<file path="config.mk">
export PLATFORM = sky130hd
export DESIGN_NAME = dut_arbiter
export DESIGN_NICKNAME = d
export VERILOG_FILES = /design/src/rtl/dut_arb_pkg.sv /design/src/rtl/dut_arbiter_rr_pick2.sv /design/src/rtl/dut_arbiter.sv
export SDC_FILE = /design/constraint.sdc
export NUM_CORES = 1
export LEC_CHECK = 0
export BUFFER_PORTS_ARGS = -buffer_cell sky130_fd_sc_hd__buf_4
export CAP_MARGIN = 20
export CORE_ASPECT_RATIO = 1.4
export CORE_MARGIN = 2
export CORE_UTILIZATION = 52
export DETAILED_ROUTE_END_ITERATION = 8
export GPL_ROUTABILITY_DRIVEN = 0
export GPL_TIMING_DRIVEN = 0
export PLACE_DENSITY = 0.78
export SLEW_MARGIN = 20
export SYNTH_ARGS = -nofsm -noshare
export SYNTH_HDL_FRONTEND = slang
export SYNTH_SLANG_ARGS = --single-unit
</file>
<file path="constraint.sdc">
create_clock -name clk -period 2.22 [get_ports clk]
set_input_delay 0.222 -clock clk [delete_from_list [all_inputs] [get_ports clk]]
set_output_delay 0.222 -clock clk [all_outputs]
set_load 0.03 [all_outputs]
</file>
<file path="src/rtl/dut_arb_pkg.sv">
// Shared definitions for the two-requester arbiter in front of a single shared dut.
// Holds the controller state encoding and the default operand width and timeout.
package dut_arb_pkg;

  typedef enum logic [2:0] {
    ST_IDLE  = 3'd0,
    ST_ISSUE = 3'd1,
    ST_ARM   = 3'd2,
    ST_WAIT  = 3'd3,
    ST_RESP  = 3'd4
  } state_t;

  localparam int DEF_DW      = 8;
  localparam int DEF_TIMEOUT = 255;

endpackage

</file>
<file path="src/rtl/dut_arbiter_rr_pick2.sv">
// Combinational two-way grant: round-robin against the last served requester,
// or fixed priority where requester 1 wins any tie.
module rr_pick2 (
  input  logic [1:0] pending,
  input  logic       last,
  input  logic       rr,
  output logic       grant_valid,
  output logic       grant_id
);

  always_comb begin
    grant_valid = |pending;
    grant_id    = pending[1];
    if (&pending) begin
      grant_id = rr ? ~last : 1'b1;
    end
  end

endmodule

</file>
<file path="src/rtl/dut_arbiter.sv">
// Two-requester front end for one shared dut: latches start pulses into pending
// slots, issues one operation at a time, and aborts operations that exceed TIMEOUT.
module dut_arbiter
  import dut_arb_pkg::*;
#(
  parameter int DW      = DEF_DW,
  parameter int TIMEOUT = DEF_TIMEOUT,
  parameter int RR      = 1
) (
  input  logic          clk,
  input  logic          rst,
  input  logic [1:0]    req_start,
  input  logic [DW-1:0] req0_a,
  input  logic [DW-1:0] req0_b,
  input  logic [DW-1:0] req1_a,
  input  logic [DW-1:0] req1_b,
  output logic [1:0]    req_done,
  output logic [1:0]    req_err,
  output logic [1:0]    req_busy,
  output logic [DW-1:0] rsp_y,
  output logic          grant_id,
  output logic          dut_start,
  output logic [DW-1:0] dut_a,
  output logic [DW-1:0] dut_b,
  input  logic [DW-1:0] dut_y,
  input  logic          dut_ready
);

  localparam logic [7:0] CNT_LAST = 8'(TIMEOUT - 1);

  state_t        state, state_nxt;
  logic [1:0]    pend;
  logic [DW-1:0] slot_a [2];
  logic [DW-1:0] slot_b [2];
  logic          last;
  logic          err_flag;
  logic [7:0]    cnt;
  logic          timeout_hit;
  logic          pick_valid;
  logic          pick_id;

  rr_pick2 u_pick (
    .pending     (pend),
    .last        (last),
    .rr          (RR != 0),
    .grant_valid (pick_valid),
    .grant_id    (pick_id)
  );

  // Operand slots only load when their requester is not busy, so a busy
  // requester can never overwrite the operands of its queued operation.
  always_ff @(posedge clk) begin
    if (req_start[0] && !pend[0]) begin
      slot_a[0] <= req0_a;
      slot_b[0] <= req0_b;
    end
    if (req_start[1] && !pend[1]) begin
      slot_a[1] <= req1_a;
      slot_b[1] <= req1_b;
    end
  end

  always_comb begin
    timeout_hit = (cnt == CNT_LAST);
    state_nxt   = state;
    case (state)
      ST_IDLE:  if (pick_valid && dut_ready) state_nxt = ST_ISSUE;
      ST_ISSUE: state_nxt = ST_ARM;
      ST_ARM: begin
        if (timeout_hit)     state_nxt = ST_RESP;
        else if (!dut_ready) state_nxt = ST_WAIT;
      end
      ST_WAIT:  if (dut_ready || timeout_hit) state_nxt = ST_RESP;
      ST_RESP:  state_nxt = ST_IDLE;
      default:  state_nxt = ST_IDLE;
    endcase
  end

  always_ff @(posedge clk) begin
    if (!rst) begin
      state    <= ST_IDLE;
      pend     <= 2'b00;
      last     <= 1'b1;
      cnt      <= 8'd0;
      err_flag <= 1'b0;
      grant_id <= 1'b0;
      dut_a    <= '0;
      dut_b    <= '0;
      rsp_y    <= '0;
    end else begin
      state <= state_nxt;
      if (req_start[0] && !pend[0]) pend[0] <= 1'b1;
      if (req_start[1] && !pend[1]) pend[1] <= 1'b1;
      case (state)
        ST_IDLE: begin
          if (pick_valid && dut_ready) begin
            grant_id <= pick_id;
            dut_a    <= slot_a[pick_id];
            dut_b    <= slot_b[pick_id];
          end
        end
        ST_ISSUE: begin
          cnt      <= 8'd0;
          err_flag <= 1'b0;
        end
        ST_ARM: begin
          cnt <= cnt + 8'd1;
          if (timeout_hit) err_flag <= 1'b1;
        end
        // A ready dut wins over a coincident timeout: the result is valid.
        ST_WAIT: begin
          cnt <= cnt + 8'd1;
          if (dut_ready)        rsp_y    <= dut_y;
          else if (timeout_hit) err_flag <= 1'b1;
        end
        ST_RESP: begin
          pend[grant_id] <= 1'b0;
          last           <= grant_id;
        end
        default: ;
      endcase
    end
  end

  assign dut_start = (state == ST_ISSUE);
  assign req_busy  = pend;
  assign req_done  = (state == ST_RESP) ? (2'b01 << grant_id) : 2'b00;
  assign req_err   = (state == ST_RESP && err_flag) ? (2'b01 << grant_id) : 2'b00;

endmodule

</file>
Word level (Yosys, flattened, before mapping)
Memory sizes are Yosys's and may differ from the RTL's. A register that Yosys moved wholly into a read port is not among the register bits.
Index checks and enable logic that the tools add are counted.

word-level totals
  RAM bits = 32
  output and inout bits = 32
  word-level logic and storage cells = 68
  register bits after elaboration = 24
  input bits = 45
  memories = 2

cells by class
  $add $sub $neg = 1
  muxes and demuxes = 23
  bitwise logic cells = 3
  equality and inequality tests = 9
  magnitude comparators = 2
  reduce and logical (&&, ||, !) cells = 20
  shifts and indexed selects = 1

memories
  memory  depth  width  read ports  clocked after memory_dff  wr ports  line               source
  slot_a  2      8      1           1                         2         dut_arbiter.sv:33  logic [DW-1:0] slot_a [2];
  slot_b  2      8      1           1                         2         dut_arbiter.sv:34  logic [DW-1:0] slot_b [2];

operators with widths
  kind                                                                    count
  8-bit case mux with 2 select lines                                      1
  1-bit two-way mux                                                       12
  3-bit two-way mux                                                       4
  3-bit case mux with 4 select lines                                      1
  8-bit by 1-bit adder with 8-bit output (second input constant)          1
  8-bit equality test (second input constant)                             1
  2-bit AND reduction                                                     4
  3-bit by 2-bit equality test with 1-bit output (second input constant)  2
  2-bit two-way mux                                                       3
  2-bit != test (second input constant)                                   3
  1-bit logical AND                                                       5
  1-bit logical NOT                                                       4
  2-bit OR reduction                                                      2
  3-bit by 1-bit equality test with 1-bit output (second input constant)  1
  3-bit equality test (second input constant)                             1
  3-bit logical NOT                                                       1
  3-bit != test (second input constant)                                   1
  1-bit case mux with 3 select lines                                      1
  3-bit AND reduction                                                     1
  3-bit nonzero test                                                      1
  2-bit AND                                                               1
  1-bit by 2-bit < comparator with 1-bit output (second input constant)   1
  2-bit inverter                                                          1
  2-bit nonzero test                                                      1
  5 further kinds                                                         5

Longest topological paths before layout
  depth in word-level cells = 7
  gate-level depth with buffers = 6
  depth with buffers taken out = 5

Hierarchy
A second synthesis with hierarchy kept.

unflattened totals
  cells, all modules = 237
  area total of the unflattened synthesis = 2,826.5 µm²

by module, submodules not included
  module       area an instance (µm²)  cells an instance  times used
  dut_arbiter  2,810.2                 234                1
  rr_pick2     16.3                    3                  1

Least setup slack after synthesis
No wires, ideal clock.

  path type = reg2reg
  start point = reg pend[1], in the netlist req_busy[1]
  end point = mem slot_a[1][0] in the netlist's numbering, enable pin
  cell stages (with the launch flop) = 4
  data arrival time = 1.584 ns
  path buffers = 2
  slack = 0.246 ns
  cell sequence = dfxtp_1 clkbuf_1 buf_2 nor2b_1

RTL lines
  item                              line                source
  start: declaration                dut_arbiter.sv:32   logic [1:0] pend;
  start signal: assignment          dut_arbiter.sv:82   pend <= 2'b00;
  start signal: indexed assignment  dut_arbiter.sv:117  pend[grant_id] <= 1'b0;
  end: declaration                  dut_arbiter.sv:33

Worst setup path after layout
  start point = reg state[2]
  end point = out req_err[0]

between the ends
  longest elaborated chain between the ends = 3

RTL lines
  item                      line                source
  start: declaration        dut_arbiter.sv:31   state_t state, state_nxt;
  start signal: assignment  dut_arbiter.sv:91   state <= state_nxt;
  3-bit equality test       dut_arbiter.sv:128  assign req_err = (state == ST_RESP && err_flag) ? (2'b01 << grant_id) : 2'b00;
  1-bit logical AND         dut_arbiter.sv:128
  2-bit two-way mux         dut_arbiter.sv:128
  end: declaration          dut_arbiter.sv:18   output logic [1:0] req_err,

No other way between the ends.

==> flow_summary.toml <==
[flow_run]
drv_cap = 0

[grt]
antenna_found_initial = 0
grt_max_degree = 17
grt_use_total = 0.2179
grt_pass1_vias = 2148
grt_pass1_wl_um = 9915
grt-ovfl-total = 0

[sta]
skew_ns = 0.006752
finalMaxSlewViolations = 0
fin_crit_ns = 2.024
grt_setup_unrepaired = "false"
worst_pin_slew_ns = 0.8382
slew_headroom = 0.4387
hold_violations = 0
timing.fmax_ghz = 0.4940
min_period_over_period = 0.9118
setup_viol_count_final = 0

[routing]
drc_errors = 0
vias = 2232
via_per_inst = 5.391
drt_iter0_markers = 77
ant_nets = 0
wl_per_cell_um = 15.05
dr.pass1.iters = 4
wl_um = 6229

[worst_setup_path]
arrival_ns = 1.80
startpoint_type = "flop"
crit_fanout = 10
criticalPathCategory = "reg -> out"
cp.required_ns = 2.00
cp-end-kind = "primary output"
reg2reg_setup_slack_ns = 0.36

[die]
initial_core_util = 0.5340
fp.dieW_um = 67.20
coreArea_mm2 = 0.005445
row_count = 32
die_h_um = 92.48
die-area_mm2 = 0.006215
ios = 77

[placement]
dp_hpwl_um = 4313
port_buffers = 76
postPlaceCellArea_mm2 = 0.003568

[pwr]
powerDensity_mw_per_mm2 = 790.7
p_clk_frac = 0.354
p_seq_frac = 0.502
intPower_mw = 2.196
ir_drop_uv = 663.4
sw_frac_of_total = 0.2640
switchingPower_mw = 0.7877
p_leak_nw = 1.478
p_comb_frac = 0.144

[finish]
final_cell_mix = "buf_4 (78), dfxtp_1 (40), nand2_1 (38)"
seq_area_mm2 = 0.001762
fin_nets = 388
fillers = 438
multiInputGateArea_mm2 = 0.001006
finalCoreUtilization = 0.6930
final_common_cell = "buf_4"
drive_gt1_frac = 0.3497
fin_area_mm2 = 0.003774
n_antenna_cell = 0
area_growth_pct = 29.78

[clock_tree]
clk_pin_slew_ns = 0.08
cts_setup_buffers = 0
clkSinkCount = 72
clk_latency_ns = 0.35
clockBufferDepth = 2
cts_resized = 0
cts_root_buffer = "clkbuf_8"
cts_inserted_buffers = 9
cts_tree = "built"
hold_buffers = 0
cts_max_level = 3

[synthesis]
synth_area_mm2 = 0.002908
yosysWarnings = 0
ys_ff_latch = 72
async_flop_share = 0
yosys.area.top_type = "edfxtp_1"
synthTopCellsByArea = "edfxtp_1 (33%), dfxtp_1 (28%), a21oi_1 (5.9%)"
syn_nets = 301
ys_types = 43
synth_edf_count = 32
synth_ff_type = "dfxtp_1"
seq_area_frac_synth = 0.6059
syn-instance-count = 254
avgSynthCellArea_um2 = 11.45
synth_top_area_frac = 0.3305

[worst_hold_path]
min_path_type = "in -> reg"

[status]
status = "complete, no violations"
power by group through the flow:
| stage | sequential, mW | clock [mW] | combinational [mW] |
|---|---|---|---|
| floorplan | 1.58 | 0 | 0.198 |
| global placement | 1.53 | 0 | 0.421 |
| detailed placement | 1.53 | 0 | 0.430 |
| CTS | 1.50 | 1.07 | 0.432 |
| global route | 1.50 | 1.13 | 0.463 |
| finish | 1.50 | 1.06 | 0.430 |
synthesized netlist by cell type (2+ instances only):
library cell / n
o211ai_1: 4
a311oi_1: 6
or3_1: 4
dfxtp_1: 40
buf_6: 4
and4b_1: 2
nand4b_1: 2
nor3b_1: 3
nand3_1: 18
a311oi_2: 10
buf_2: 3
edfxtp_1: 32
nor2_1: 5
o21ai_0: 5
nand2_1: 38
clkbuf_1: 7
buf_4: 2
a21oi_1: 34
ha_1: 2
nor2b_1: 4
a211oi_1: 2
inv_1: 4
and2_1: 3
routing by layer:
layer | GRT usage | up-vias | wire length (um)
met1 | 0.2530 | 1052 | 2493
met3 | 0.06075 | 13 | 285
met5 | 0 | - | 0
met2 | 0.3663 | 53 | 3325
met4 | 0.09694 | 0 | 124
li1 | - | 1114 | -
worst max-delay path: stages (launching register included):
cell	delay, ns
dfxtp_1	0.43
buf_4	0.20
or3b_1	0.39
nor2_2	0.15
and2_1	0.14
buf_4	0.15
layout make-up:
class                      count  area share
clock inverter                 6     0.01790
inverter                       5    0.004973
tap                           68     0.02255
sequential                    72      0.4668
timing repair buffer          76      0.1512
buffer                        18     0.03349
multi-input combinational    159      0.2666
clock buffer                  10     0.03647
registers in the layout, indices dropped and copies added (netlist names):
register,flops
cnt,8
dut_a,8
dut_b,8
err_flag,1
grant_id,1
last,1
req_busy,2
rsp_y,8
slot_a,16
slot_b,16
state,3
final timing paths:
path | from | to | cells past startpoint
worst max-delay path | state[2]$_SDFFE_PN0P_ | req_err[0] | 5
worst min-delay path | req0_a[1] | slot_a[0][1]$_DFFE_PP_ | 1
worst max register to register | req_busy[1]$_SDFF_PN0_ | slot_a[1][7]$_DFFE_PP_ | 3
worst min register to register | rsp_y[3]$_SDFFE_PN0P_ | rsp_y[3]$_SDFFE_PN0P_ | 2
kinds of logic after synthesis:
logic type	share of synthesized area
AOI/OAI and AO/OA	0.1708
and+or+nand+nor	0.1648
buffers and inverters	0.04991
adders and majority gates	0.008604
DFF	0.6059
stage by stage:
stage / std cells / power [mW] / setup TNS (ns) / worst slack (ns) / hold slack (ns)
finish: 414 / 2.984 / 0 / 0.1959 / 0.04472
global route: 414 / 3.094 / 0 / 0.06103 / 0.02554
CTS: 414 / 2.998 / 0 / 0.1624 / 0.02959
floorplan: 254 / 1.783 / 0 / 0.2457 / 0.2839
detailed placement: 398 / 1.957 / 0 / 0.3615 / 0.4014
global placement: 398 / 1.948 / -1.613 / -0.1013 / 0.4003
Note: power is estimated with default switching activity, not from simulation.
